$ cat config.mk
export PLATFORM = sky130hd
export DESIGN_NAME = video_timing_ctrl_flat
export DESIGN_NICKNAME = d
export VERILOG_FILES = /design/src/rtl/video_timing_ctrl_if.sv /design/src/rtl/video_timing_ctrl.sv /design/src/flat_wrapper.sv
export SDC_FILE = /design/constraint.sdc
export NUM_CORES = 1
export LEC_CHECK = 0
export BUFFER_PORTS_ARGS = -buffer_cell sky130_fd_sc_hd__buf_2
export CORE_MARGIN = 2
export CORE_UTILIZATION = 43
export CTS_BUF_LIST = sky130_fd_sc_hd__clkbuf_4
export DETAILED_ROUTE_END_ITERATION = 12
export PLACE_DENSITY = 0.6
export SYNTH_ARGS = -nofsm -noshare
export SYNTH_HDL_FRONTEND = slang
export SYNTH_SLANG_ARGS = --single-unit
$ cat constraint.sdc
create_clock -name clk_in -period 3.6 [get_ports clk_in]
set_input_delay 0.18 -clock clk_in [delete_from_list [all_inputs] [get_ports clk_in]]
set_output_delay 0.18 -clock clk_in [all_outputs]
set_load 0.1 [all_outputs]
$ cat src/rtl/video_timing_ctrl_if.sv
// Raster timing bundle between the timing controller and its consumers
// (TMDS encoders, pixel renderer, game logic).
interface video_timing_ctrl_if;
    logic        en_in;
    logic [10:0] hcount_out;
    logic [9:0]  vcount_out;
    logic        active_draw_out;
    logic        hsync_out;
    logic        vsync_out;
    logic        hsync_d_out;
    logic        vsync_d_out;
    logic        active_draw_d_out;
    logic        new_frame_out;
    logic [5:0]  frame_count_out;
    logic        running_out;

    modport master (
        input  en_in,
        output hcount_out, vcount_out, active_draw_out, hsync_out, vsync_out,
               hsync_d_out, vsync_d_out, active_draw_d_out, new_frame_out,
               frame_count_out, running_out
    );

    modport slave (
        output en_in,
        input  hcount_out, vcount_out, active_draw_out, hsync_out, vsync_out,
               hsync_d_out, vsync_d_out, active_draw_d_out, new_frame_out,
               frame_count_out, running_out
    );
endinterface

$ cat src/rtl/video_timing_ctrl.sv
// Raster sequencer: h/v counters, sync/active strobes with a renderer-latency
// delay line, and a per-frame pulse/counter. Starts and stops on frame bounds.
module video_timing_ctrl #(
    parameter int unsigned H_ACTIVE   = 1280,
    parameter int unsigned H_FP       = 110,
    parameter int unsigned H_SYNC     = 40,
    parameter int unsigned H_BP       = 220,
    parameter int unsigned V_ACTIVE   = 720,
    parameter int unsigned V_FP       = 5,
    parameter int unsigned V_SYNC     = 5,
    parameter int unsigned V_BP       = 20,
    parameter int unsigned PIPE_DEPTH = 4
) (
    input logic                 clk_in,
    input logic                 rst_n_in,
    video_timing_ctrl_if.master vt
);
    localparam int unsigned H_TOTAL = H_ACTIVE + H_FP + H_SYNC + H_BP;
    localparam int unsigned V_TOTAL = V_ACTIVE + V_FP + V_SYNC + V_BP;

    localparam logic [10:0] H_LAST = 11'(H_TOTAL - 1);
    localparam logic [10:0] H_ACT  = 11'(H_ACTIVE);
    localparam logic [10:0] HS_BEG = 11'(H_ACTIVE + H_FP);
    localparam logic [10:0] HS_END = 11'(H_ACTIVE + H_FP + H_SYNC - 1);
    localparam logic [9:0]  V_LAST = 10'(V_TOTAL - 1);
    localparam logic [9:0]  V_ACT  = 10'(V_ACTIVE);
    localparam logic [9:0]  V_NF   = 10'(V_ACTIVE - 1);
    localparam logic [9:0]  VS_BEG = 10'(V_ACTIVE + V_FP);
    localparam logic [9:0]  VS_END = 10'(V_ACTIVE + V_FP + V_SYNC - 1);

    typedef enum logic [1:0] {IDLE, RUN, DRAIN} state_t;

    state_t      state_q, state_d;
    logic [10:0] hcount_q, hcount_d;
    logic [9:0]  vcount_q, vcount_d;
    logic        act_q, act_d;
    logic        hs_q, hs_d;
    logic        vs_q, vs_d;
    logic        nf_q, nf_d;
    logic        running_q, running_d;
    logic [5:0]  fc_q, fc_d;
    logic        last_px;

    // Strobes are decoded from the next counter values so every registered
    // output lines up with the counters shown in the same cycle.
    always_comb begin
        state_d  = state_q;
        hcount_d = hcount_q;
        vcount_d = vcount_q;
        last_px  = (hcount_q == H_LAST) && (vcount_q == V_LAST);
        case (state_q)
            IDLE: begin
                hcount_d = '0;
                vcount_d = '0;
                if (vt.en_in) state_d = RUN;
            end
            default: begin
                if (hcount_q == H_LAST) begin
                    hcount_d = '0;
                    vcount_d = (vcount_q == V_LAST) ? '0 : vcount_q + 10'd1;
                end else begin
                    hcount_d = hcount_q + 11'd1;
                end
                if (vt.en_in)     state_d = RUN;
                else if (last_px) state_d = IDLE;
                else              state_d = DRAIN;
            end
        endcase
        running_d = (state_d != IDLE);
        act_d = running_d && (hcount_d < H_ACT) && (vcount_d < V_ACT);
        hs_d  = running_d && (hcount_d >= HS_BEG) && (hcount_d <= HS_END);
        vs_d  = running_d && (vcount_d >= VS_BEG) && (vcount_d <= VS_END);
        nf_d  = running_d && (hcount_d == H_ACT) && (vcount_d == V_NF);
        fc_d  = fc_q + 6'(nf_d);
    end

    always_ff @(posedge clk_in or negedge rst_n_in) begin
        if (!rst_n_in) begin
            state_q   <= IDLE;
            hcount_q  <= '0;
            vcount_q  <= '0;
            act_q     <= 1'b0;
            hs_q      <= 1'b0;
            vs_q      <= 1'b0;
            nf_q      <= 1'b0;
            running_q <= 1'b0;
            fc_q      <= '0;
        end else begin
            state_q   <= state_d;
            hcount_q  <= hcount_d;
            vcount_q  <= vcount_d;
            act_q     <= act_d;
            hs_q      <= hs_d;
            vs_q      <= vs_d;
            nf_q      <= nf_d;
            running_q <= running_d;
            fc_q      <= fc_d;
        end
    end

    // Delay line carries {hsync, vsync, active}; strobes are 0 in IDLE so it
    // flushes itself after a stop.
    logic [2:0] dly_out;

    generate
        if (PIPE_DEPTH == 0) begin : g_nodly
            assign dly_out = {hs_q, vs_q, act_q};
        end else begin : g_dly
            logic [PIPE_DEPTH-1:0][2:0] dly_q, dly_d;

            always_comb begin
                dly_d    = dly_q;
                dly_d[0] = {hs_q, vs_q, act_q};
                for (int i = 1; i < int'(PIPE_DEPTH); i++) dly_d[i] = dly_q[i-1];
            end

            always_ff @(posedge clk_in or negedge rst_n_in) begin
                if (!rst_n_in) dly_q <= '0;
                else           dly_q <= dly_d;
            end

            assign dly_out = dly_q[PIPE_DEPTH-1];
        end
    endgenerate

    assign vt.hcount_out        = hcount_q;
    assign vt.vcount_out        = vcount_q;
    assign vt.active_draw_out   = act_q;
    assign vt.hsync_out         = hs_q;
    assign vt.vsync_out         = vs_q;
    assign vt.new_frame_out     = nf_q;
    assign vt.frame_count_out   = fc_q;
    assign vt.running_out       = running_q;
    assign vt.hsync_d_out       = dly_out[2];
    assign vt.vsync_d_out       = dly_out[1];
    assign vt.active_draw_d_out = dly_out[0];
endmodule

$ cat src/flat_wrapper.sv
// flat-port wrapper written by rule: the top's interface ports become plain ports
module video_timing_ctrl_flat 
#(
    parameter int unsigned H_ACTIVE   = 1280,
    parameter int unsigned H_FP       = 110,
    parameter int unsigned H_SYNC     = 40,
    parameter int unsigned H_BP       = 220,
    parameter int unsigned V_ACTIVE   = 720,
    parameter int unsigned V_FP       = 5,
    parameter int unsigned V_SYNC     = 5,
    parameter int unsigned V_BP       = 20,
    parameter int unsigned PIPE_DEPTH = 4
)
  (clk_in, rst_n_in, vt_en_in, vt_hcount_out, vt_vcount_out, vt_active_draw_out, vt_hsync_out, vt_vsync_out, vt_hsync_d_out, vt_vsync_d_out, vt_active_draw_d_out, vt_new_frame_out, vt_frame_count_out, vt_running_out);
  video_timing_ctrl_if vt_i ();
  input logic clk_in;
  input logic rst_n_in;
  input wire logic [$bits(vt_i.en_in)-1:0] vt_en_in;
  output wire logic [$bits(vt_i.hcount_out)-1:0] vt_hcount_out;
  output wire logic [$bits(vt_i.vcount_out)-1:0] vt_vcount_out;
  output wire logic [$bits(vt_i.active_draw_out)-1:0] vt_active_draw_out;
  output wire logic [$bits(vt_i.hsync_out)-1:0] vt_hsync_out;
  output wire logic [$bits(vt_i.vsync_out)-1:0] vt_vsync_out;
  output wire logic [$bits(vt_i.hsync_d_out)-1:0] vt_hsync_d_out;
  output wire logic [$bits(vt_i.vsync_d_out)-1:0] vt_vsync_d_out;
  output wire logic [$bits(vt_i.active_draw_d_out)-1:0] vt_active_draw_d_out;
  output wire logic [$bits(vt_i.new_frame_out)-1:0] vt_new_frame_out;
  output wire logic [$bits(vt_i.frame_count_out)-1:0] vt_frame_count_out;
  output wire logic [$bits(vt_i.running_out)-1:0] vt_running_out;
  assign vt_i.en_in = vt_en_in;
  assign vt_hcount_out = vt_i.hcount_out;
  assign vt_vcount_out = vt_i.vcount_out;
  assign vt_active_draw_out = vt_i.active_draw_out;
  assign vt_hsync_out = vt_i.hsync_out;
  assign vt_vsync_out = vt_i.vsync_out;
  assign vt_hsync_d_out = vt_i.hsync_d_out;
  assign vt_vsync_d_out = vt_i.vsync_d_out;
  assign vt_active_draw_d_out = vt_i.active_draw_d_out;
  assign vt_new_frame_out = vt_i.new_frame_out;
  assign vt_frame_count_out = vt_i.frame_count_out;
  assign vt_running_out = vt_i.running_out;
  video_timing_ctrl #(.H_ACTIVE(H_ACTIVE), .H_FP(H_FP), .H_SYNC(H_SYNC), .H_BP(H_BP), .V_ACTIVE(V_ACTIVE), .V_FP(V_FP), .V_SYNC(V_SYNC), .V_BP(V_BP), .PIPE_DEPTH(PIPE_DEPTH)) u_core (.clk_in(clk_in), .rst_n_in(rst_n_in), .vt(vt_i));
endmodule
==> out/qor.csv, run 1 <==
stage;metric;value;unit
timing;min cycle time layout;3.31;ns
synth;Ys Warns;0;
clocking;CTS Root Cell;clkbuf_4;
timing;Final period util;92.0;%
finish;layout cell share with drive strength beyond 1;25.4;%
finish;register area;1170;µm²
global_route;GR Overflow Total;0;
critical_path;Slowest-stage cell, CP;or4b_1;
synth;register bit total from synthesis;46;
synth;Seq/Total Area, Yosys;47.6;%
power_and_ir_drop;worst vdd ir;0.268;mV
timing;fmax;302;MHz
timing;Slew headroom;33.1;%
clocking;Num CTS Buffers;5;
synth;FFs w/ async S/R, synth;100;%
clocking;CTS max path bufs;2;
timing;Hold WS;0.366;ns
global_route;GRT Util Overall;19.5;%
global_route;number of global-route vias before repair;1918;
detailed_routing;1st-iter DRT viols;233;
synth;synthesized instance count;243;
clocking;H-tree Lvls;2;
global_route;first-pass GRT wire length;9650;µm
floorplanning;chip height;79.0;µm
synth;post-synthesis cell type count;52;
detailed_routing;Via-to-Cell Ratio;5.92;
synth;Mapped Avg Cell Area;9.95;µm²
floorplanning;die area;6240;µm²
placed_design;gp weighted congestion;0.982;
detailed_routing;drt pass-1 iters;6;
floorplanning;initial core utilization;44.2;%
critical_path;Worst setup SP type;flop;
finish;P&R area growth vs syn;16.3;%
detailed_routing;wire per inst;16.8;µm
finish;number of fill cells;544;
critical_path;CP peak stage delay;0.51;ns
synth;Post-synth EDFFs;0;
power_and_ir_drop;Lkg Pwr;1.23;nW
critical_path;crit-path cells;inv_1 > ha_1 > or4b_1 > nor4_2 > xnor2_1 > a31oi_1 > or4_1 > nor4_2 > ha_1 > ha_1 > nand3_1 > xnor2_1;
status;outcome;complete, no violations;
floorplanning;IO Pins;38;
finish;commonest non-fill, non-tap cell in the layout;buf_2;
run;max-cap violations;0;
detailed_routing;DRC Markers;0;
timing;Worst Skew;0.00822;ns
detailed_routing;DRT Wirelength;5990;µm
detailed_routing;Post-DRT Antenna Nets;0;
critical_path;crit path DAT;3.59;ns
finish;Multi-input gate area;1200;µm²
critical_path;Worst EP required;3.87;ns
clocking;clk slew on worst S/H paths;0.15;ns
clocking;clock latency on the worst-skew pair;0.37;ns
critical_path;CP Max Fanout;6;
global_route;initial antenna violation count;0;
timing;Slew @ Worst Pin;1.00;ns
critical_path;endpoint class of the critical path;flop;
floorplanning;Core ar.;5470;µm²
timing;final setup fails;0;
clocking;CTS Sinks;46;
finish;diode count;0;
critical_path;cell family with most CP delay;simple AND/OR/NAND/NOR gates;
floorplanning;Die X;79.0;µm
clocking;CTS tree;built;
synth;Main synth FF type;dfrtp_1;
hold_path;Hold Crit Class;reg2reg;
placed_design;hpwl dp;4230;µm
timing;Final Max Slew Viols;0;
placed_design;# port buffers;37;
synth;syn_nets;252;
global_route;largest net degree at the start of global routing;47;
critical_path;critical path class;reg2reg;
finish;most frequent cells in the layout;buf_2 (37), dfrtp_1 (35), nor2_1 (22);
floorplanning;num rows;27;
finish;fin util;51.4;%
finish;Nets;292;
synth;Synth Cell Area;2420;µm²
detailed_routing;vias;2108;
critical_path;Most Frequent Cell on Critical Path;ha_1;
timing;Final Hold Viols;0;
power_and_ir_drop;Pwr per Cell Area;376;nW/µm²
critical_path;Buf/Inv on CP;1;
-- power breakdown --
group          total [mW]  switching [mW]  internal, mW  leakage [nW]
Combinational       0.226           0.174        0.0529         0.609
Clock               0.262           0.184        0.0785        0.0278
Sequential          0.569          0.0302         0.539         0.592
-- layer usage --
| layer | wire [µm] | vias up | GRT usage [%] |
|---|---|---|---|
| li1 | - | 978 | - |
| met1 | 2750 | 1019 | 27.7 |
| met2 | 2730 | 95 | 30.3 |
| met3 | 376 | 16 | 3.18 |
| met4 | 133 | 0 | 7.07 |
| met5 | 0 | - | 0 |
-- per-stage QoR --
stage / power, mW / instances / TNS, ns / instance area [µm²] / worst slack (ns)
2_1_floorplan: 0.749 / 243 / 0 / 2450 / 0.0298
3_3_place_gp: 0.794 / 345 / 0 / 2710 / 0.325
6_report: 1.06 / 356 / 0 / 2810 / 0.288
5_1_grt: 1.11 / 356 / -0.000518 / 2810 / -0.000518
4_1_cts: 1.07 / 355 / 0 / 2790 / 0.256
3_5_place_dp: 0.796 / 345 / 0 / 2710 / 0.275
-- layout make-up --
type	count	area share [%]
Inverter	6	0.801
Timing Repair Buffer	47	9.43
Multi-Input combinational cell	177	42.7
Clock inverter	3	0.845
Tap cell	72	3.20
Sequential cell	46	41.7
Clock buffer	5	1.33
-- cell usage after synthesis, drive strengths merged (3+ instances only) --
cell / n / area (µm²)
nand2: 10 / 37.5
a31oi: 4 / 25.0
xor2: 7 / 61.3
clkbuf: 9 / 33.8
nor3: 6 / 30.0
nand4: 9 / 56.3
buf: 5 / 31.3
and3: 3 / 18.8
and2: 4 / 25.0
a211oi: 3 / 27.5
ha: 6 / 75.1
o31ai: 4 / 30.0
a21oi: 8 / 40.0
and4: 3 / 26.3
or3: 4 / 25.0
nor4b: 3 / 32.5
nor2: 22 / 82.6
nand2b: 3 / 18.8
nand3: 18 / 90.1
nor4: 10 / 77.6
dfrtp: 46 / 1150
or4: 3 / 22.5
xnor2: 14 / 123
o21ai: 9 / 45.0
inv: 6 / 22.5
-- kinds of logic (layout without fill, tap and decap cells) --
family / Yosys count / in the layout / synth area share, %
and+or+nand+nor: 108 / 108 / 25.8
DFF: 46 / 46 / 47.6
AOI/OAI and AO/OA: 41 / 41 / 11.8
xor gates and xnor gates: 21 / 21 / 7.60
buffers and inverters: 20 / 61 / 3.62
adders and majority gates: 6 / 6 / 3.10
muxes: 1 / 1 / 0.466
-- worst register-to-register path, cell delays in order (launching register included) --
cell,delay (ns)
dfrtp_2,0.47
inv_1,0.06
ha_1,0.17
or4b_1,0.51
nor4_2,0.30
xnor2_1,0.21
a31oi_1,0.14
or4_1,0.43
nor4_2,0.29
ha_1,0.24
ha_1,0.19
nand3_1,0.10
xnor2_1,0.13
-- repair_timing --
action | CTS | global route
endpoints found under the setup margin | 0 | 3
gates resized for setup | 0 | 2
setup buffers | 0 | 1
hold buffers | 2 | 0
hold endpoints to repair | 48 | 0
-- sequential cells by signal (all words and copies together) (netlist names) --
name                       count
u_core.dly_out                 3
u_core.g_dly.dly_d             9
u_core.state_q                 2
u_core.vt.active_draw_out      1
u_core.vt.frame_count_out      6
u_core.vt.hcount_out          11
u_core.vt.hsync_out            1
u_core.vt.new_frame_out        1
u_core.vt.running_out          1
u_core.vt.vcount_out          10
u_core.vt.vsync_out            1
-- worst paths after layout --
kind | cells past startpoint | slack, ns | endpoint | from
max | 12 | 0.29 | u_core.vt.frame_count_out[4] | u_core.vt.hcount_out[1]
min | 0 | 0.37 | u_core.g_dly.dly_d[11] | u_core.g_dly.dly_d[8]
max reg2reg | 12 | 0.29 | u_core.vt.frame_count_out[4] | u_core.vt.hcount_out[1]
min reg2reg | 0 | 0.37 | u_core.g_dly.dly_d[11] | u_core.g_dly.dly_d[8]
max in group asynchronous | 2 | 2.37 | u_core.vt.hcount_out[3] | rst_n_in
min in group asynchronous | 2 | 0.51 | u_core.dly_out[0] | rst_n_in
No activity file was read; power rests on OpenSTA's default activity.
==> run 2, diff against run 1 <==
--- a/config.mk
+++ b/config.mk
@@ -5,12 +5,14 @@
 export SDC_FILE = /design/constraint.sdc
 export NUM_CORES = 1
 export LEC_CHECK = 0
-export BUFFER_PORTS_ARGS = -buffer_cell sky130_fd_sc_hd__buf_2
+export CORE_ASPECT_RATIO = 1.1
 export CORE_MARGIN = 2
 export CORE_UTILIZATION = 43
 export CTS_BUF_LIST = sky130_fd_sc_hd__clkbuf_4
 export DETAILED_ROUTE_END_ITERATION = 12
-export PLACE_DENSITY = 0.6
+export DONT_BUFFER_PORTS = 1
+export PLACE_DENSITY = 0.55
+export REMOVE_ABC_BUFFERS = 1
 export SYNTH_ARGS = -nofsm -noshare
 export SYNTH_HDL_FRONTEND = slang
 export SYNTH_SLANG_ARGS = --single-unit
==> run 2 against run 1 <==
Clock skew shrank 0.0048 ns; fmax shrank 0.31%; register-to-register slack is essentially flat; hold slack lost 0.044 ns; non-clock buffer count shrank 10; global-route usage grew 0.75 points; count of clock-buffer cells in the layout is the same; highest routed layer unchanged; critical path type unchanged; die area is essentially flat.
==> out/qor.csv, run 2 (synthesis gave the netlist of run 1 again) <==
stage;metric;value;unit
detailed_routing;Via-to-Cell Ratio;5.64;
global_route;number of global-route vias before repair;1875;
power_and_ir_drop;Lkg Pwr;1.23;nW
critical_path;critical path class;reg2reg;
critical_path;Slowest-stage cell, CP;or4_1;
placed_design;gp weighted congestion;0.862;
critical_path;Worst setup SP type;flop;
finish;most frequent cells in the layout;dfrtp_1 (46), buf_4 (34), nor2_1 (22);
finish;number of flip-flops in the largest register;11;
critical_path;CP Max Fanout;9;
clocking;H-tree Lvls;2;
timing;Final Max Slew Viols;0;
power_and_ir_drop;Pwr per Cell Area;371;nW/µm²
power_and_ir_drop;worst vdd ir;0.308;mV
timing;final setup fails;0;
global_route;initial antenna violation count;0;
floorplanning;initial core utilization;44.8;%
global_route;GRT Util Overall;20.3;%
finish;diode count;0;
timing;Final Hold Viols;0;
floorplanning;Core ar.;5400;µm²
critical_path;crit-path cells;buf_4 > ha_1 > nand3_1 > nor2_1 > and3_1 > xnor2_1 > or4_1 > nor4_4 > ha_2 > ha_1 > nand3_1 > xnor2_1;
clocking;clk slew on worst S/H paths;0.14;ns
clocking;CTS Root Cell;clkbuf_4;
clocking;CTS max path bufs;2;
timing;RSZ-0062 raised after global routing;no;
timing;min cycle time layout;3.32;ns
placed_design;hpwl dp;4330;µm
power_and_ir_drop;Total Power;1.06;mW
finish;register area;1150;µm²
run;max-cap violations;0;
global_route;GR Overflow Total;0;
detailed_routing;vias;1969;
critical_path;worst reg2reg path startpoint;u_core.vt.hcount_out[0];
hold_path;Hold Crit Class;in2async;
critical_path;R2R Path End;u_core.vt.frame_count_out[4];
clocking;CTS Sinks;46;
detailed_routing;Post-DRT Antenna Nets;0;
timing;fmax;301;MHz
clocking;Num CTS Buffers;5;
floorplanning;Die X;75.5;µm
timing;Slew headroom;33.6;%
detailed_routing;1st-iter DRT viols;114;
critical_path;R2R cell count;12;
finish;Multi-input gate area;1230;µm²
floorplanning;chip height;82.7;µm
floorplanning;die area;6240;µm²
critical_path;CP peak stage delay;0.54;ns
placed_design;placed cell count;336;
timing;Slew @ Worst Pin;0.996;ns
finish;Nets;282;
detailed_routing;DRC Markers;0;
timing;Final period util;92.3;%
finish;commonest non-fill, non-tap cell in the layout;dfrtp_1;
detailed_routing;drt pass-1 iters;4;
finish;layout cell share with drive strength beyond 1;19.3;%
timing;setup tns final;0;ns
timing;Worst Skew;0.00339;ns
critical_path;Worst EP required;3.82;ns
finish;P&R area growth vs syn;18.3;%
clocking;CTS tree;built;
global_route;largest net degree at the start of global routing;47;
critical_path;crit path launch;u_core.vt.hcount_out[0];
floorplanning;num rows;28;
floorplanning;IO Pins;38;
timing;Hold WS;0.322;ns
critical_path;crit path DAT;3.54;ns
finish;number of fill cells;531;
critical_path;endpoint class of the critical path;flop;
status;outcome;complete, no violations;
global_route;first-pass GRT wire length;9450;µm
critical_path;reg2reg setup slack;0.28;ns
detailed_routing;wire per inst;17.0;µm
placed_design;# port buffers;0;
detailed_routing;DRT Wirelength;5930;µm
finish;non-filler cells, final;349;
clocking;clock latency on the worst-skew pair;0.36;ns
run 2: cell count changes in the layout (fill, tap and decap cells not counted), sizes merged:
cell	change
buf	-10
clkinvlp	-1
clkinv	+1
run 2: through the flow:
step                instance area (µm²)  worst slack (ns)  utilization [%]
global placement                   2690             0.184             49.8
detailed placement                 2690            0.0649             49.8
global route                       2860            0.0348             53.0
floorplan                          2350            -0.549                -
CTS                                2800            0.0256             51.9
finish                             2860             0.278             53.0
run 2: per-layer routing:
layer	routed length, µm	vias up	share of wire, %	global-route usage [%]
met4	119	0	2.0	7.02
met5	0	-	0	0
li1	-	952	-	-
met3	301	12	5.1	4.73
met2	2890	55	49	32.8
met1	2620	950	44	26.5
run 2: worst max-delay path by stage:
stage / to / depth (start not counted) / slack [ns]
floorplan: u_core.vt.frame_count_out[4] / 11 / -0.55
global placement: u_core.vt.frame_count_out[4] / 12 / 0.18
detailed placement: u_core.vt.frame_count_out[4] / 12 / 0.06
CTS: u_core.vt.frame_count_out[4] / 12 / 0.03
global route: u_core.vt.frame_count_out[4] / 12 / 0.03
finish: u_core.vt.frame_count_out[4] / 12 / 0.28
run 2: final cells by class:
type	instances	share of cell area [%]
well taps	75	3.28
repair buffers	37	10.6
flip-flops and latches	46	40.2
inverters	6	0.787
multi-input cells	177	42.9
clock inverters	3	0.875
clock buffers	5	1.31
run 2: what timing repair did:
item	CTS	global route
gates resized for setup	0	7
hold endpoints to repair	49	0
buffers inserted	0	2
hold buffers	3	0
endpoints found under the setup margin	0	4
run 2: where the power goes:
group | switching, mW | internal, mW
clock | 0.179 | 0.0799
combinational | 0.180 | 0.0630
sequential | 0.0257 | 0.532
run 2: worst max-delay path, delay by kind of cell, from the launching register on:
family	cells	cell delay [ns]
flops	1	0.38
xor+xnor	2	0.31
simple gates	6	1.45
buf+inv	1	0.34
fa+ha+maj	3	0.69
